**src/rtl/tdc_meas_pkg.sv**
```systemverilog
// Shared types and defaults for the TDC measurement controller.
package tdc_meas_pkg;

  localparam int unsigned TDC_DATA_WIDTH = 252;
  localparam int unsigned TDC_CNT_W      = $clog2(TDC_DATA_WIDTH + 1);
  localparam int unsigned TDC_DELAY_W    = 4;

  typedef logic [TDC_CNT_W-1:0]   tdc_count_t;
  typedef logic [TDC_DELAY_W-1:0] tdc_delay_t;

  typedef enum logic [2:0] {
    StIdle,
    StClear,
    StArm,
    StFire,
    StSettle,
    StCapture,
    StDecode,
    StResp
  } tdc_state_e;

  function automatic int unsigned max3(int unsigned a, int unsigned b, int unsigned c);
    int unsigned m;
    m = (a > b) ? a : b;
    return (m > c) ? m : c;
  endfunction

endpackage

```
**src/rtl/tdc_therm_decode.sv**
```systemverilog
// Thermometer decode: index of the first zero from bit 0, plus a flag for any one above it.
module tdc_therm_decode
  import tdc_meas_pkg::*;
#(
  parameter int unsigned DATA_WIDTH = TDC_DATA_WIDTH,
  parameter int unsigned CNT_W      = TDC_CNT_W
) (
  input  logic [DATA_WIDTH-1:0] therm,
  output logic [CNT_W-1:0]      count,
  output logic                  bubble
);

  always_comb begin : decode
    logic found;
    count  = CNT_W'(DATA_WIDTH);
    bubble = 1'b0;
    found  = 1'b0;
    for (int unsigned i = 0; i < DATA_WIDTH; i++) begin
      if (!found && !therm[i]) begin
        count = CNT_W'(i);
        found = 1'b1;
      end else if (found && therm[i]) begin
        bubble = 1'b1;
      end
    end
  end

endmodule

```
**src/rtl/tdc_meas_ctrl.sv**
```systemverilog
// TDC measurement controller: fires start/stop edges, captures and decodes the thermometer code.
// Define TDC_ACCUM_EN to run 2**ACC_LOG2 shots per request and sum their counts.
module tdc_meas_ctrl
  import tdc_meas_pkg::*;
#(
  parameter int unsigned DATA_WIDTH    = TDC_DATA_WIDTH,
  parameter int unsigned CNT_W         = TDC_CNT_W,
  parameter int unsigned DELAY_W       = TDC_DELAY_W,
  parameter int unsigned SETTLE_CYCLES = 4,
  parameter int unsigned RST_CYCLES    = 2,
  parameter int unsigned ACC_LOG2      = 2,
`ifdef TDC_ACCUM_EN
  localparam int unsigned RSP_W        = CNT_W + ACC_LOG2
`else
  localparam int unsigned RSP_W        = CNT_W
`endif
) (
  input  logic                  clock,
  input  logic                  reset,
  input  logic                  req_valid,
  output logic                  req_ready,
  input  logic [DELAY_W-1:0]    req_delay,
  output logic                  tdc_a,
  output logic                  tdc_b,
  output logic                  tdc_reset_b,
  input  logic [DATA_WIDTH-1:0] tdc_dout,
  output logic                  rsp_valid,
  input  logic                  rsp_ready,
  output logic [RSP_W-1:0]      rsp_count,
  output logic                  rsp_bubble
);

  localparam int unsigned CYC_W =
      $clog2(max3(RST_CYCLES, (1 << DELAY_W) - 1, SETTLE_CYCLES) + 1);

  tdc_state_e            state;
  logic [CYC_W-1:0]      cnt;
  logic [DELAY_W-1:0]    delay_q;
  logic [DATA_WIDTH-1:0] cap;
  logic [CNT_W-1:0]      dec_count;
  logic                  dec_bubble;
  logic                  last_shot;

`ifdef TDC_ACCUM_EN
  logic [ACC_LOG2-1:0]   shot;
  assign last_shot = &shot;
`else
  assign last_shot = 1'b1;
`endif

  assign req_ready = (state == StIdle);

  tdc_therm_decode #(
    .DATA_WIDTH (DATA_WIDTH),
    .CNT_W      (CNT_W)
  ) u_decode (
    .therm  (cap),
    .count  (dec_count),
    .bubble (dec_bubble)
  );

  always_ff @(posedge clock) begin
    if (reset) begin
      state       <= StIdle;
      cnt         <= '0;
      delay_q     <= '0;
      cap         <= '0;
      tdc_a       <= 1'b0;
      tdc_b       <= 1'b0;
      tdc_reset_b <= 1'b0;
      rsp_valid   <= 1'b0;
      rsp_count   <= '0;
      rsp_bubble  <= 1'b0;
`ifdef TDC_ACCUM_EN
      shot        <= '0;
`endif
    end else begin
      unique case (state)
        StIdle: begin
          if (req_valid) begin
            delay_q    <= req_delay;
            cnt        <= CYC_W'(RST_CYCLES - 1);
            rsp_count  <= '0;
            rsp_bubble <= 1'b0;
`ifdef TDC_ACCUM_EN
            shot       <= '0;
`endif
            state      <= StClear;
          end
        end
        StClear: begin
          if (cnt == '0) begin
            tdc_reset_b <= 1'b1;
            state       <= StArm;
          end else begin
            cnt <= cnt - 1'b1;
          end
        end
        StArm: begin
          tdc_a <= 1'b1;
          tdc_b <= (delay_q == '0);
          cnt   <= CYC_W'(delay_q);
          state <= StFire;
        end
        StFire: begin
          // cnt counts down to zero over d+1 cycles; stop must be high in the last one
          if (cnt == '0) begin
            cnt   <= CYC_W'(SETTLE_CYCLES - 1);
            state <= StSettle;
          end else begin
            if (cnt == CYC_W'(1)) tdc_b <= 1'b1;
            cnt <= cnt - 1'b1;
          end
        end
        StSettle: begin
          if (cnt == '0) state <= StCapture;
          else           cnt   <= cnt - 1'b1;
        end
        StCapture: begin
          cap   <= tdc_dout;
          tdc_a <= 1'b0;
          tdc_b <= 1'b0;
          state <= StDecode;
        end
        StDecode: begin
          rsp_count   <= rsp_count + RSP_W'(dec_count);
          rsp_bubble  <= rsp_bubble | dec_bubble;
          tdc_reset_b <= 1'b0;
          if (last_shot) begin
            rsp_valid <= 1'b1;
            state     <= StResp;
          end else begin
`ifdef TDC_ACCUM_EN
            shot      <= shot + 1'b1;
`endif
            cnt       <= CYC_W'(RST_CYCLES - 1);
            state     <= StClear;
          end
        end
        StResp: begin
          if (rsp_ready) begin
            rsp_valid <= 1'b0;
            state     <= StIdle;
          end
        end
      endcase
    end
  end

endmodule

```
**config.mk**
```make
export PLATFORM = sky130hd
export DESIGN_NAME = tdc_meas_ctrl
export DESIGN_NICKNAME = d
export VERILOG_FILES = /design/src/rtl/tdc_meas_pkg.sv /design/src/rtl/tdc_therm_decode.sv /design/src/rtl/tdc_meas_ctrl.sv
export SDC_FILE = /design/constraint.sdc
export NUM_CORES = 1
export LEC_CHECK = 0
export ABC_AREA = 1
export BUFFER_PORTS_ARGS = -buffer_cell sky130_fd_sc_hd__buf_2
export CORE_ASPECT_RATIO = 1.5
export CORE_MARGIN = 5
export CORE_UTILIZATION = 57
export CTS_BUF_LIST = sky130_fd_sc_hd__clkbuf_16
export DETAILED_ROUTE_END_ITERATION = 6
export MAX_ROUTING_LAYER = met4
export PLACE_DENSITY_LB_ADDON = 0.2
export SETUP_SLACK_MARGIN = 0.02
export SYNTH_ARGS = -nofsm -noshare
export SYNTH_HDL_FRONTEND = slang
export SYNTH_SLANG_ARGS = --single-unit
```
**constraint.sdc**
```tcl
create_clock -name clock -period 18.87 [get_ports clock]
set_input_delay 1.887 -clock clock [delete_from_list [all_inputs] [get_ports clock]]
set_output_delay 1.887 -clock clock [all_outputs]
set_load 0.05 [all_outputs]
```
==> out/metrics.csv, run 1 <==
metric;value;unit
grt_pass1_wl;77410;µm
timing.final.crit_share;91.59;%
async_flop_share;0;%
num_io_pins;274;
clkTransAtPathRegs;0.06;ns
synthCells;2211;
critical_path.max_stage_delay;0.34;ns
start_kind;flop;
dp_hpwl;37960;µm
whs_path_depth;2;
grt_max_degree;270;
grt_pass1_vias;15961;
dp_cells;2743;
yosysTopAreaCell;dfxtp_1;
worst-setup-path-type;reg -> reg;
stdcell_count;2800;
ir_drop;92.80;µV
r2r_cells;134;
coreArea;0.02722;mm²
finalClockSkew;0.01829;ns
finalNetCount;2705;
start_util;57.80;%
clkLatencyLatePin;0.57;ns
syn_to_final_growth;15.72;%
slew_viol_final;0;
cap_violations;0;
placed_area;0.01725;mm²
gp_congestion;0.9839;
synth_area;0.01574;mm²
vias;16387;
drt-vias-per-instance;5.853;
synth-seq-cells;276;
stdcell_area;0.01821;mm²
setup_viol;0;
yosysUniqueCellTypes;46;
cts.path.max_buffers;3;
drt-wirelength-per-cell;17.50;µm
syn_nets;2481;
cts_sinks;276;
syn_area_per_cell;7.117;µm²
fp.dieW;145.7;µm
htree_levels;1;
p_per_area;91.32;mW/mm²
layout_commonest_cell;inv_1;
min_path_type;reg -> reg;
critPathSlowestCell;dfxtp_1;
synthFlopType;dfxtp_1;
io_buffers;273;
cp.arrival;17.77;ns
rsz0062_at_grt;yes;
synth-seq-area-share;35.11;%
tightest_slew;1.107;ns
cts_root_buffer;clkbuf_16;
wl;49010;µm
layout-drive-gt1-share;17.75;%
grt_usage;30.64;%
period_needed;17.28;ns
die_area;0.03110;mm²
slew_headroom;26.21;%
synth.top_cell.area_share;35.11;%
power;1.663;mW
cellLeakagePower;7.492;nW
critPathMostFrequentCell;nor2_4;
drc;0;
die_h;213.5;µm
cp-end-kind;flop;
max_clock_freq;0.05786;GHz
ant_nets;0;
grt_overflow_total;0;
yosys_warnings;0;
status;finished, final reports clean;
cts_tree;built;
yosys-top-cells-area;dfxtp_1 35%, o21ai_0 11%, a21oi_1 11%;
synth_edf_count;0;
row_count;74;
ff2ff_setup_slack;1.59;ns
grt_antenna_before_repair;1;
first_pass_iters;6;
utilization;66.89;%
hold_viol;0;
cts_made_buffers;28;
first_iter_violations;880;
critical_path_peak_fanout;5;
layout_common_cells;355 x inv_1, 352 x o21ai_0, 350 x a21oi_1;
ctsHoldBuffers;0;
crit_required;19.36;ns
[final cells by class]
type	instances	area, µm²
repair buffers	280	1431
well taps	342	427.9
flip-flops and latches	276	5527
inverters	349	1323
clock buffers	29	725.7
clock inverters	22	147.6
diodes	2	5.005
multi-input cells	1500	8622
fillers	2427	9012
[power by group]
| part | internal (mW) | leakage (nW) | total [mW] | switching, mW |
|---|---|---|---|---|
| logic | 0.166 | 4.80 | 0.452 | 0.286 |
| registers | 0.624 | 2.23 | 0.667 | 0.0437 |
| clock network | 0.304 | 0.468 | 0.544 | 0.240 |
[sequential cells by signal (all words and copies together) (netlist names)]
register / count
cap: 252
cnt: 4
delay_q: 4
rsp_bubble: 1
rsp_count: 8
rsp_valid: 1
state: 3
tdc_a: 1
tdc_b: 1
tdc_reset_b: 1
[layer usage]
layer	vias up	GRT usage (%)	part of all wire, %
met2	533	55.21	51
met1	7524	34.20	39
met3	151	3.383	5.4
met5	-	-	0
met4	0	13.61	4.8
li1	8179	-	-
[metrics by stage]
step | hold WS, ns | setup WS, ns | setup TNS [ns]
after detailed placement | 0.4636 | 1.721 | 0
after global placement | 0.4509 | 2.436 | 0
final | 0.4849 | 1.587 | 0
after CTS | 0.4733 | 1.606 | 0
after global routing | 0.5038 | -0.08635 | -0.08635
after floorplan | 0.4444 | 3.789 | 0
[cell usage after synthesis, types with 16 or more instances]
cell         n
o2111ai_1   27
nor2_2      25
a21oi_1    350
a2111oi_0   17
nand4_2     30
inv_1      347
dfxtp_1    276
nor3_1      54
o22ai_1     16
o41ai_1     24
o21ai_0    352
nand2_1    195
nand4_1     52
nor2_1     148
nor2_4      30
nand3_1     49
clkbuf_1    86
nand4_4     25
nor4_1      27
[worst paths after layout]
check	startpoint	end
setup / recovery	cap[1]	rsp_count[7]
hold / removal	rsp_valid	rsp_valid
setup reg to reg	cap[1]	rsp_count[7]
hold reg to reg	rsp_valid	rsp_valid
[critical path, delay by kind of cell (launching register included)]
kind | cells | cell delay (ns)
compound gates | 2 | 0.25
simple gates | 128 | 15.92
xor+xnor | 1 | 0.20
flops | 1 | 0.34
buf+inv | 2 | 0.10
fa+ha+maj | 1 | 0.30
[logic make-up after synthesis]
group | share of synthesized area [%]
compound gates | 29.47
fa+ha+maj | 0.8429
flops | 35.11
xor+xnor | 0.2226
simple gates | 23.97
buf+inv | 10.38
[timing repair]
| item | CTS | global route |
|---|---|---|
| endpoints found under the setup margin | 0 | 2 |
| buffers inserted | 0 | 4 |
| resized for setup | 0 | 10 |
Note: power is estimated with default switching activity, not from simulation.
==> inputs of run 2 (changes only) <==
CORE_MARGIN = 8   (was 5)
MAX_ROUTING_LAYER = unset   (was met4)
==> run 2 against run 1 <==
Against the previous run:
- via count grew 0.62%
- design area grew 0.16%
- sequential share of layout area shrank 0.057 points
- largest power group unchanged
- maximum frequency grew 0.61%
==> out/metrics.csv, run 2 (synthesized netlist as in run 1, its figures left out) <==
metric;value;unit;change
status;finished, final reports clean;;
start_util;57.80;%;unchanged
cts_made_buffers;27;;-3.6%
finalNetCount;2711;;+0.22%
crit_buf_inv;2;;unchanged
largest-register;cap;;
fill_cells;2456;;+1.2%
syn_to_final_growth;15.91;%;
dp_hpwl;39110;µm;+3.0%
largest_register_ffs;252;;unchanged
coreArea;0.02722;mm²;unchanged
cts.path.max_buffers;3;;unchanged
layout_commonest_cell;o21ai_0;;
gp_congestion;0.9702;;-1.4%
row_count;74;;unchanged
period_needed;17.18;ns;-0.1044 ns
slew_headroom;36.63;%;+10 points
cap_violations;0;;unchanged
cellLeakagePower;7.499;nW;about the same
drt-vias-per-instance;5.882;;+0.51%
slew_viol_final;0;;unchanged
wl;50160;µm;+2.4%
internal-power;1.074;mW;-1.7%
finalClockSkew;0.01323;ns;-0.005060 ns
combPwrFrac;27.6;%;+0.4 points
clkLatencyLatePin;0.56;ns;about the same
first_pass_iters;6;;unchanged
first_iter_violations;850;;-3.4%
grt_usage;29.02;%;-1.6 points
critPathMostFrequentCell;nor2_4;;
grt_pass1_vias;16255;;+1.8%
die_h;219.5;µm;+2.8%
critPathSlowestCell;fa_1;;
hold_viol;0;;unchanged
cts_sinks;276;;unchanged
cp.arrival;17.66;ns;-0.11 ns
worst_slack;1.691;ns;+0.1044 ns
start_kind;flop;;
worst_path_dominant_cell_family;simple AND/OR/NAND/NOR gates;;
ant_nets;0;;unchanged
dp_slack;1.789;ns;+0.06809 ns
vias;16488;;+0.62%
crit_required;19.35;ns;about the same
clock_power_share;31.6;%;-1.1 points
critical_path_peak_fanout;5;;unchanged
grt_overflow_total;0;;unchanged
clkTransAtPathRegs;0.06;ns;about the same
power;1.638;mW;-1.5%
switching_share;34.41;%;+0.13 points
p_switching;563.5;µW;-1.1%
grt_antenna_before_repair;0;;-1
setup_viol;0;;unchanged
die_area;0.03329;mm²;+7.0%
ctsHoldBuffers;0;;unchanged
num_io_pins;274;;unchanged
max_clock_freq;0.05821;GHz;+0.61%
critical_path.max_stage_delay;0.40;ns;+0.06 ns
drc;0;;unchanged
ir_drop;110.6;µV;+19%
layout_common_cells;352 x o21ai_0, 350 x inv_1, 350 x a21oi_1;;
p_per_area;89.79;mW/mm²;-1.7%
cts_root_buffer;clkbuf_16;;
worst-setup-path-type;reg -> reg;;
io_buffers;273;;unchanged
drt-wirelength-per-cell;17.90;µm;+2.2%
tightest_slew;0.9266;ns;-0.1802 ns
htree_levels;1;;unchanged
cts_tree;built;;
cp-end-kind;flop;;
grt_pass1_wl;78850;µm;+1.9%
min_path_type;reg -> reg;;
timing.final.crit_share;91.04;%;-0.55 points
p_seq_share;40.8;%;+0.7 points
fp.dieW;151.7;µm;+4.1%
grt_max_degree;198;;-27%
layout-drive-gt1-share;17.97;%;+0.22 points
largestRegisters;cap (252), rsp_count (8);;
-- run 2: cell count changes in the layout (fill, tap and decap cells not counted), sizes merged --
cell | before | now
buf | 280 | 287
inv | 360 | 354
clkinv | 9 | 14
clkbuf | 29 | 27
diode | 2 | 1
-- run 2: worst paths after layout --
path | start | end | slack, ns | cells after the start
min reg2reg | tdc_reset_b | tdc_reset_b | 0.47 | 2
max | cap[1] | rsp_count[6] | 1.69 | 127
max reg2reg | cap[1] | rsp_count[6] | 1.69 | 127
min | tdc_reset_b | tdc_reset_b | 0.47 | 2
-- run 2: layout make-up --
cell class	count	area, µm²	area share [%]
antenna	1	2.502	0.01372
tap	342	427.9	2.346
inverter	349	1323	7.251
timing repair buffer	287	1471	8.068
clock inverter	21	140.1	0.7683
multi-input combinational	1500	8673	47.55
clock buffer	27	675.6	3.704
sequential	276	5525	30.29
-- run 2: what timing repair did --
action,CTS,global route
buffers inserted,0,9
resized for setup,0,17
setup endpoints to repair,0,3
hold endpoints to repair,0,0
-- run 2: power by group through the flow --
stage / combinational [mW] / sequential, mW / clock (mW)
floorplan: 0.290 / 0.676 / 0
global placement: 0.440 / 0.678 / 0
detailed placement: 0.441 / 0.679 / 0
CTS: 0.445 / 0.666 / 0.522
global route: 0.492 / 0.673 / 0.543
finish: 0.452 / 0.668 / 0.518
-- run 2: worst min-delay path, delay by kind of cell (launching register included) --
family / cells / cell delay, ns
flops: 1 / 0.31
simple gates: 1 / 0.06
compound gates: 1 / 0.05
-- run 2: stage by stage --
| step | util, % | setup TNS, ns | cells | hold slack, ns | cell area (µm²) |
|---|---|---|---|---|---|
| after CTS | 66.39 | 0 | 2793 | 0.4643 | 18070 |
| after detailed placement | 63.39 | 0 | 2745 | 0.4540 | 17260 |
| final | 67.00 | 0 | 2803 | 0.4685 | 18240 |
| after global placement | 63.39 | 0 | 2745 | 0.4501 | 17260 |
| after global routing | 66.99 | -0.09838 | 2802 | 0.4911 | 18240 |
| after floorplan | - | 0 | 2211 | 0.4444 | 15740 |
-- run 2: per-layer routing --
metal	up-vias	wire length (µm)	GRT usage, %
met1	7544	18920	32.51
li1	8177	-	-
met3	158	3506	4.517
met5	-	0	0
met4	0	2587	14.85
met2	609	25150	51.73
